`src/rtl/fetch_pkg.sv`:
```
// Shared types and constants for the instruction fetch slice.
// FETCH_JUMP_PREDECODE_EN enables jump predecode in pc_next_calc.
package fetch_pkg;

    localparam int PC_W    = 8;
    localparam int INSTR_W = 8;

    localparam logic [1:0] OPC_JUMP = 2'b11;

    typedef enum logic {
        FETCH = 1'b0,
        HALT  = 1'b1
    } state_t;

    typedef struct packed {
        logic [INSTR_W-1:0] instr;
        logic [PC_W-1:0]    pc;
        logic               valid;
        logic               pred_taken;
    } if_id_t;

    function automatic logic [PC_W-1:0] sext6(input logic [5:0] d);
        return {{(PC_W-6){d[5]}}, d};
    endfunction

endpackage

```
`src/rtl/pc_next_calc.sv`:
```
// Next-PC computation; optional jump predecode under
// FETCH_JUMP_PREDECODE_EN, otherwise sequential pc+1.
module pc_next_calc
    import fetch_pkg::*;
(
    input  logic [PC_W-1:0]    pc,
    input  logic [INSTR_W-1:0] instr_code,
    output logic [PC_W-1:0]    next_pc,
    output logic               pred_taken
);

`ifdef FETCH_JUMP_PREDECODE_EN
    logic is_jump;

    assign is_jump = (instr_code[7:6] == OPC_JUMP);

    always_comb begin
        next_pc    = pc + PC_W'(1);
        pred_taken = 1'b0;
        if (is_jump) begin
            next_pc    = pc + sext6(instr_code[5:0]);
            pred_taken = 1'b1;
        end
    end
`else
    logic unused_instr;

    assign unused_instr = ^instr_code;
    assign next_pc      = pc + PC_W'(1);
    assign pred_taken   = 1'b0;
`endif

endmodule

```
`src/rtl/instr_fetch_unit.sv`:
```
// Single-stage instruction fetch with FETCH/HALT FSM and IF/ID register.
// Jump predecode is selected by FETCH_JUMP_PREDECODE_EN.
module instr_fetch_unit
    import fetch_pkg::*;
#(
    parameter logic [PC_W-1:0] RESET_PC  = 8'h00,
    parameter int              MEM_DEPTH = 6
) (
    input  logic               clk,
    input  logic               reset,
    output logic [PC_W-1:0]    pc,
    input  logic [INSTR_W-1:0] instr_code,
    input  logic               stall,
    input  logic               redirect,
    input  logic [PC_W-1:0]    redirect_pc,
    output logic [INSTR_W-1:0] if_id_instr,
    output logic [PC_W-1:0]    if_id_pc,
    output logic               if_id_valid,
    output logic               if_id_pred_taken,
    output logic               halted
);

    localparam logic [PC_W:0] DEPTH9 = (PC_W+1)'(MEM_DEPTH);

    if (MEM_DEPTH < 1 || MEM_DEPTH > 256) begin : g_bad_depth
        $error("instr_fetch_unit: MEM_DEPTH out of range 1..256");
    end

    if ({1'b0, RESET_PC} >= DEPTH9) begin : g_bad_reset_pc
        $error("instr_fetch_unit: RESET_PC must be below MEM_DEPTH");
    end

    state_t          state_q, state_d;
    logic [PC_W-1:0] pc_q, pc_d;
    if_id_t          ifid_q, ifid_d;
    logic [PC_W-1:0] calc_pc;
    logic            calc_taken;

    function automatic logic in_range(input logic [PC_W-1:0] a);
        return ({1'b0, a} < DEPTH9);
    endfunction

    pc_next_calc u_pc_next_calc (
        .pc         (pc_q),
        .instr_code (instr_code),
        .next_pc    (calc_pc),
        .pred_taken (calc_taken)
    );

    always_ff @(posedge clk) begin
        if (!reset) begin
            state_q <= FETCH;
            pc_q    <= RESET_PC;
            ifid_q  <= '0;
        end else begin
            state_q <= state_d;
            pc_q    <= pc_d;
            ifid_q  <= ifid_d;
        end
    end

    // Priority: redirect > stall > halt hold > normal fetch
    always_comb begin
        state_d = state_q;
        pc_d    = pc_q;
        ifid_d  = ifid_q;
        if (redirect) begin
            pc_d              = redirect_pc;
            ifid_d.valid      = 1'b0;
            ifid_d.pred_taken = 1'b0;
            state_d           = in_range(redirect_pc) ? FETCH : HALT;
        end else if (!stall) begin
            unique case (state_q)
                HALT: begin
                    ifid_d.valid = 1'b0;
                end
                FETCH: begin
                    ifid_d.instr      = instr_code;
                    ifid_d.pc         = pc_q;
                    ifid_d.valid      = 1'b1;
                    ifid_d.pred_taken = calc_taken;
                    pc_d              = calc_pc;
                    state_d           = in_range(calc_pc) ? FETCH : HALT;
                end
                default: begin
                    state_d = FETCH;
                end
            endcase
        end
    end

    assign pc               = pc_q;
    assign if_id_instr      = ifid_q.instr;
    assign if_id_pc         = ifid_q.pc;
    assign if_id_valid      = ifid_q.valid;
    assign if_id_pred_taken = ifid_q.pred_taken;
    assign halted           = (state_q == HALT);

endmodule

```
`config.mk`:
```
export PLATFORM = sky130hd
export DESIGN_NAME = instr_fetch_unit
export DESIGN_NICKNAME = d
export VERILOG_FILES = /design/src/rtl/fetch_pkg.sv /design/src/rtl/pc_next_calc.sv /design/src/rtl/instr_fetch_unit.sv
export SDC_FILE = /design/constraint.sdc
export NUM_CORES = 1
export LEC_CHECK = 0
export BUFFER_PORTS_ARGS = -buffer_cell sky130_fd_sc_hd__buf_2
export CORE_MARGIN = 1
export CORE_UTILIZATION = 40
export CTS_CLUSTER_DIAMETER = 50
export DETAILED_ROUTE_END_ITERATION = 6
export PLACE_DENSITY = 0.74
export SYNTH_ARGS = -nofsm -noshare
export SYNTH_HDL_FRONTEND = slang
export SYNTH_SLANG_ARGS = --single-unit
export TNS_END_PERCENT = 20
```
`constraint.sdc`:
```
create_clock -name clk -period 1.47 [get_ports clk]
set_input_delay 0.294 -clock clk [delete_from_list [all_inputs] [get_ports clk]]
set_output_delay 0.294 -clock clk [all_outputs]
set_load 0.01 [all_outputs]
```
==> flow_summary.toml, run 1 <==
[critical_path]
reg2reg_depth = 6
critPathArrivalTime_ps = 1620
cp.required_ps = 1710
cpPeakStageDelay_ps = 350
critPathKind = "register to register"
cp_max_fo = 16
cp_num_cells = 6
critical_path_buf_inv_count = 2
crit_chain = "or2_1, buf_4, nor2_2, buf_12, nand2_1, a21boi_0"
cpMaxStageDelayCell = "dfxtp_1"
end_kind = "register"
path_delay_family = "simple AND/OR/NAND/NOR gates"
start_kind = "register"

[routing]
wl_um = 2750
first_pass_iters = 4
drt_iter0_markers = 38
vias = 1168
viasPerCell = 4.99
drc_errors = 0
ant_nets = 0
wl_per_cell_um = 11.7

[yosys]
ys_warn_count = 0
synth_flop_cell = "dfxtp_1"
netlist_instances = 146
synth_edf_count = 0
ys_seq_elements = 26
ys_async_sr_fraction_pct = 0
ys_types = 34
synth_area_sq_um = 1170
syn_avg_cell_area_sq_um = 8.00
ys_seq_area_share_pct = 44.5
synthesis.nets = 167

[clock_tree]
postCtsHoldBufs = 0
insertion_delay_ps = 310
clock_path_buffers = 2
cts_setup_buffers = 0
cts_resized = 0
cts_tree = "built"
clk_pin_slew_ps = 130
h-tree-depth = 1
cts_sinks = 26
root_buffer = "clkbuf_4"
cts_buffers = 3

[sta]
fin_setup_tns_ps = 0
hold_viol = 0
slew_viol_final = 0
min_period_ps = 1380
fmax_mhz = 724
setup_slack_ps = 88.7
period_share_pct = 94.0
setup_viol = 0
rsz0062_at_grt = "no"
finClkSkew_ps = 0.871

[layout]
fillCellCount = 268
final_layout_size_suffix_gt1_share_pct = 36.0
most-common-layout-cells = "45 x buf_2, 41 x nand2_1, 23 x dfxtp_1"
n_antenna_cell = 0
final_common_cell = "buf_2"
finalNetCount = 225
area_growth_pct = 34.7

[job]
cap_violations = 0

[global_route]
grt_use_total_pct = 18.3
antenna_found_initial = 0
grt_remaining_overflow = 0
grt_first_pass_wirelength_um = 4570
grt_pass1_vias = 1076
grt_max_degree = 18

[die]
io_pins = 47
core_sq_um = 2760
row_count = 19
die_h_um = 56.1
dieArea_sq_um = 3140
die_w_um = 56.1
start_util_pct = 42.4

[run_status]
status = "completed"

[pwr]
leakagePower_uw = 0.000692
power_density_nw_per_um2 = 877
ir_drop_mv = 0.528

[placement]
gp_routability_congestion = 0.902
post-place-ws_ps = 45.7
io_buffers = 45
dp_hpwl_um = 2180

[min_path]
min_path_cells = 3
hold_path.class = "primary input to register"
## power by group
group | switching, uW | total, uW | internal (uW) | leakage [uW]
clock network | 196 | 347 | 151 | 0.0000210
logic | 136 | 262 | 126 | 0.000457
registers | 31.2 | 771 | 740 | 0.000214
total | 363 | 1380 | 1020 | 0.000692
## layout make-up
cell class	instances	area, sq um	share of cell area (%)
multi-input combinational	112	622	39.5
sequential	26	527	33.5
timing repair buffer	59	343	21.8
tap	31	38.8	2.46
clock buffer	4	36.3	2.31
inverter	2	7.51	0.477
## Yosys cell counts, drive strengths merged (2+ instances only)
cell type	n	share of area [%]
nor3	5	2.6
dfxtp	26	45
nand3	2	0.86
a21o	2	1.3
a21boi	6	3.9
or3	2	1.1
mux2i	2	1.7
clkbuf	2	0.64
o21ai	5	2.1
buf	4	2.5
nand2	41	13
xor2	2	1.5
nor2	9	3.1
a21oi	16	6.9
xnor2	7	5.2
## layer usage
layer / track usage, % / part of all wire, %
met1: 22.6 / 45
met2: 32.0 / 49
met3: 3.02 / 4.7
met4: 6.27 / 1.3
met5: 0 / 0
## through the flow
stage	power, uW	area [sq um]	instances	hold WS (ps)	utilization, %
finish	1380	1570	234	207	57.1
CTS	1390	1560	234	194	56.4
detailed placement	1040	1520	230	446	55.1
global route	1450	1570	234	180	57.1
floorplan	922	1170	146	410	-
global placement	1040	1520	230	440	55.1
## cell families after synthesis
kind of cell / share of synthesized area, %
adders and majority gates: 1.07
buffers and inverters: 3.75
xor gates and xnor gates: 6.75
and+or+nand+nor: 23.6
muxes: 1.71
DFF: 44.5
AOI/OAI and AO/OA: 18.3
other: 0.321
## final timing paths
kind,start,endpoint,slack [ps]
worst min register to register,if_id_pc[7],if_id_pc[7],460
worst max register to register,halted,if_id_instr[1],90
worst max-delay path,halted,if_id_instr[1],90
worst min-delay path,redirect_pc[0],pc[0],210
## worst register-to-register path: stages (launching register included)
cell and delay, ps:
dfxtp_1 350, or2_1 270, buf_4 170, nor2_2 140, buf_12 160, nand2_1 60
a21boi_0 160
## state kept, by name, summed over array words and instances (netlist names)
register and count:
if_id_valid 1, if_id_pc 8, halted 1, pc 8
if_id_instr 8
Note: power is estimated with default switching activity, not from simulation.
==> run 2: changes to the inputs <==
--- a/config.mk
+++ b/config.mk
@@ -10,8 +10,9 @@
 export CORE_UTILIZATION = 40
 export CTS_CLUSTER_DIAMETER = 50
 export DETAILED_ROUTE_END_ITERATION = 6
-export PLACE_DENSITY = 0.74
+export PLACE_DENSITY = 0.73
 export SYNTH_ARGS = -nofsm -noshare
 export SYNTH_HDL_FRONTEND = slang
+export SYNTH_HIERARCHICAL = 1
 export SYNTH_SLANG_ARGS = --single-unit
 export TNS_END_PERCENT = 20
==> flow_summary.toml, run 2 <==
[yosys]
synthesis.nets = 164
synth_flop_cell = "dfxtp_1"
syn_avg_cell_area_sq_um = 8.47
synth.most_common_cell = "nand2_1"
synth.area.top_cells = "dfxtp_1 45%, nand2_1 12%, a21boi_0 9.3%, mux2i_1 6.6%, a21oi_1 3.7%"
synth_edf_count = 0
netlist_instances = 143
ys_seq_area_share_pct = 44.6
synth_area_sq_um = 1210
synth_largest_area_cell = "dfxtp_1"
ys_seq_elements = 27
ys_top_cells_by_count = "40 x nand2_1, 27 x dfxtp_1, 15 x a21boi_0"
ys_types = 29
ys_async_sr_fraction_pct = 0
ys_warn_count = 6
synth_top_area_share_pct = 44.6

[die]
dieArea_sq_um = 3250
start_util_pct = 43.2
die_h_um = 57.0
core_sq_um = 2810
die_w_um = 57.0
row_count = 19
io_pins = 47

[sta]
slew_viol_final = 0
rsz0062_at_grt = "no"
setup_viol = 0
fmax_mhz = 726
period_share_pct = 93.7
finClkSkew_ps = 6.53
hold_viol = 0
min_period_ps = 1380

[critical_path]
critPathKind = "register to register"
path_delay_family = "simple AND/OR/NAND/NOR gates"
cp_max_fo = 5
cp_num_cells = 6
crit_chain = "ha_1, nand3_1, xnor2_1, nor2_1, nand4_1, and4_1"
cpMaxStageDelayCell = "dfxtp_4"
cpPeakStageDelay_ps = 410
r2r_setup_slack_ps = 90
critical_path_buf_inv_count = 0
critPathArrivalTime_ps = 1620
end_kind = "register"
reg2reg_depth = 6
cp.required_ps = 1710
start_kind = "register"

[clock_tree]
clock_path_buffers = 2
h-tree-depth = 1
root_buffer = "clkbuf_4"
clk_pin_slew_ps = 140
cts_sinks = 27
cts_buffers = 3
insertion_delay_ps = 330
cts_tree = "built"
cts_setup_buffers = 0
postCtsHoldBufs = 0

[placement]
io_buffers = 46
gp_routability_congestion = 0.874
dp_hpwl_um = 2110

[routing]
wl_um = 2720
drc_errors = 8
drt_iter0_markers = 40
first_pass_iters = 6
vias = 1160
wl_per_cell_um = 12.0
viasPerCell = 5.11
ant_nets = 0

[min_path]
min_path_cells = 3
hold_path.class = "primary input to register"

[layout]
area_growth_pct = 30.4
most-common-layout-cells = "46 x buf_2, 40 x nand2_1, 21 x dfxtp_1"
final_common_cell = "buf_2"
post-route-util_pct = 56.3
n_antenna_cell = 0
fillCellCount = 262
finalNetCount = 218
final_layout_size_suffix_gt1_share_pct = 36.2

[run_status]
status = "complete, but fails checks"
failed_checks = "DRC"

[job]
cap_violations = 0

[pwr]
power_uw = 1390
ir_drop_mv = 0.444
leakagePower_uw = 0.000733
power_density_nw_per_um2 = 882

[global_route]
grt_pass1_vias = 1008
antenna_found_initial = 0
grt_first_pass_wirelength_um = 4300
grt_max_degree = 27
grt_use_total_pct = 16.7
grt_remaining_overflow = 0
-- run 2: cell count changes in the layout (fill, tap and decap cells not counted), moves of 3 or more --
cell / before / now
a21boi_0: 6 / 15
a21oi_1: 16 / 9
mux2i_1: 2 / 8
nor2_1: 8 / 4
xnor2_1: 7 / 3
buf_4: 13 / 10
dfxtp_4: 1 / 4
nor3_1: 3 / 0
o21ai_0: 5 / 8
-- run 2: worst paths after layout --
path                                      from        endpoint
worst max-delay path                     pc[1]          halted
worst min-delay path             instr_code[6]  if_id_instr[6]
worst max register to register           pc[1]          halted
worst min register to register  if_id_instr[6]  if_id_instr[6]
-- run 2: final cells by class --
class	instances	area, sq um	area share, %
multi-input cells	107	642	40.6
well taps	31	38.8	2.46
inverters	2	7.51	0.475
repair buffers	56	305	19.3
clock buffers	3	22.5	1.43
flip-flops and latches	27	558	35.3
clock inverters	1	5.00	0.317
-- run 2: per-stage QoR --
stage | cell area (sq um) | instances | hold slack, ps | worst slack (ps) | TNS (ps)
CTS | 1550 | 227 | 182 | 5.93 | 0
global placement | 1520 | 223 | 440 | 106 | 0
floorplan | 1210 | 143 | 429 | 11.3 | 0
detailed placement | 1520 | 223 | 450 | -47.3 | -47.3
finish | 1580 | 227 | 187 | 91.9 | 0
global route | 1580 | 227 | 191 | 1.42 | 0
-- run 2: kinds of logic after synthesis --
logic type                 count (synthesis)  share of synthesized area (%)
AOI/OAI and AO/OA                         34                           17.8
other                                      1                          0.310
buffers and inverters                      9                           3.93
adders and majority gates                  1                           1.03
xor gates and xnor gates                   6                           4.34
DFF                                       27                           44.6
muxes                                      8                           6.61
and+or+nand+nor                           57                           21.4
-- run 2: repair_timing --
action	CTS	global route
pin swaps	1	2
cloned	0	0
setup endpoints to repair	1	1
resized for setup	3	10
-- run 2: worst min-delay path: stages --
cell	delay (ps)
buf_2	100
nand2_1	50
a21boi_1	50
-- run 2: routing by layer --
metal / wire length [um] / share of wire (%) / vias to the layer above / GRT usage (%)
li1: - / - / 589 / -
met1: 1220 / 45 / 528 / 20.2
met2: 1330 / 49 / 41 / 30.1
met3: 154 / 5.7 / 2 / 2.95
met4: 15 / 0.55 / 0 / 5.23
met5: 0 / 0 / - / 0
-- run 2: power by group --
group          switching, uW  total (uW)  leakage (uW)  internal [uW]
Combinational            143         268      0.000491            126
Clock                    220         322     0.0000177            102
Sequential              33.2         803      0.000224            770
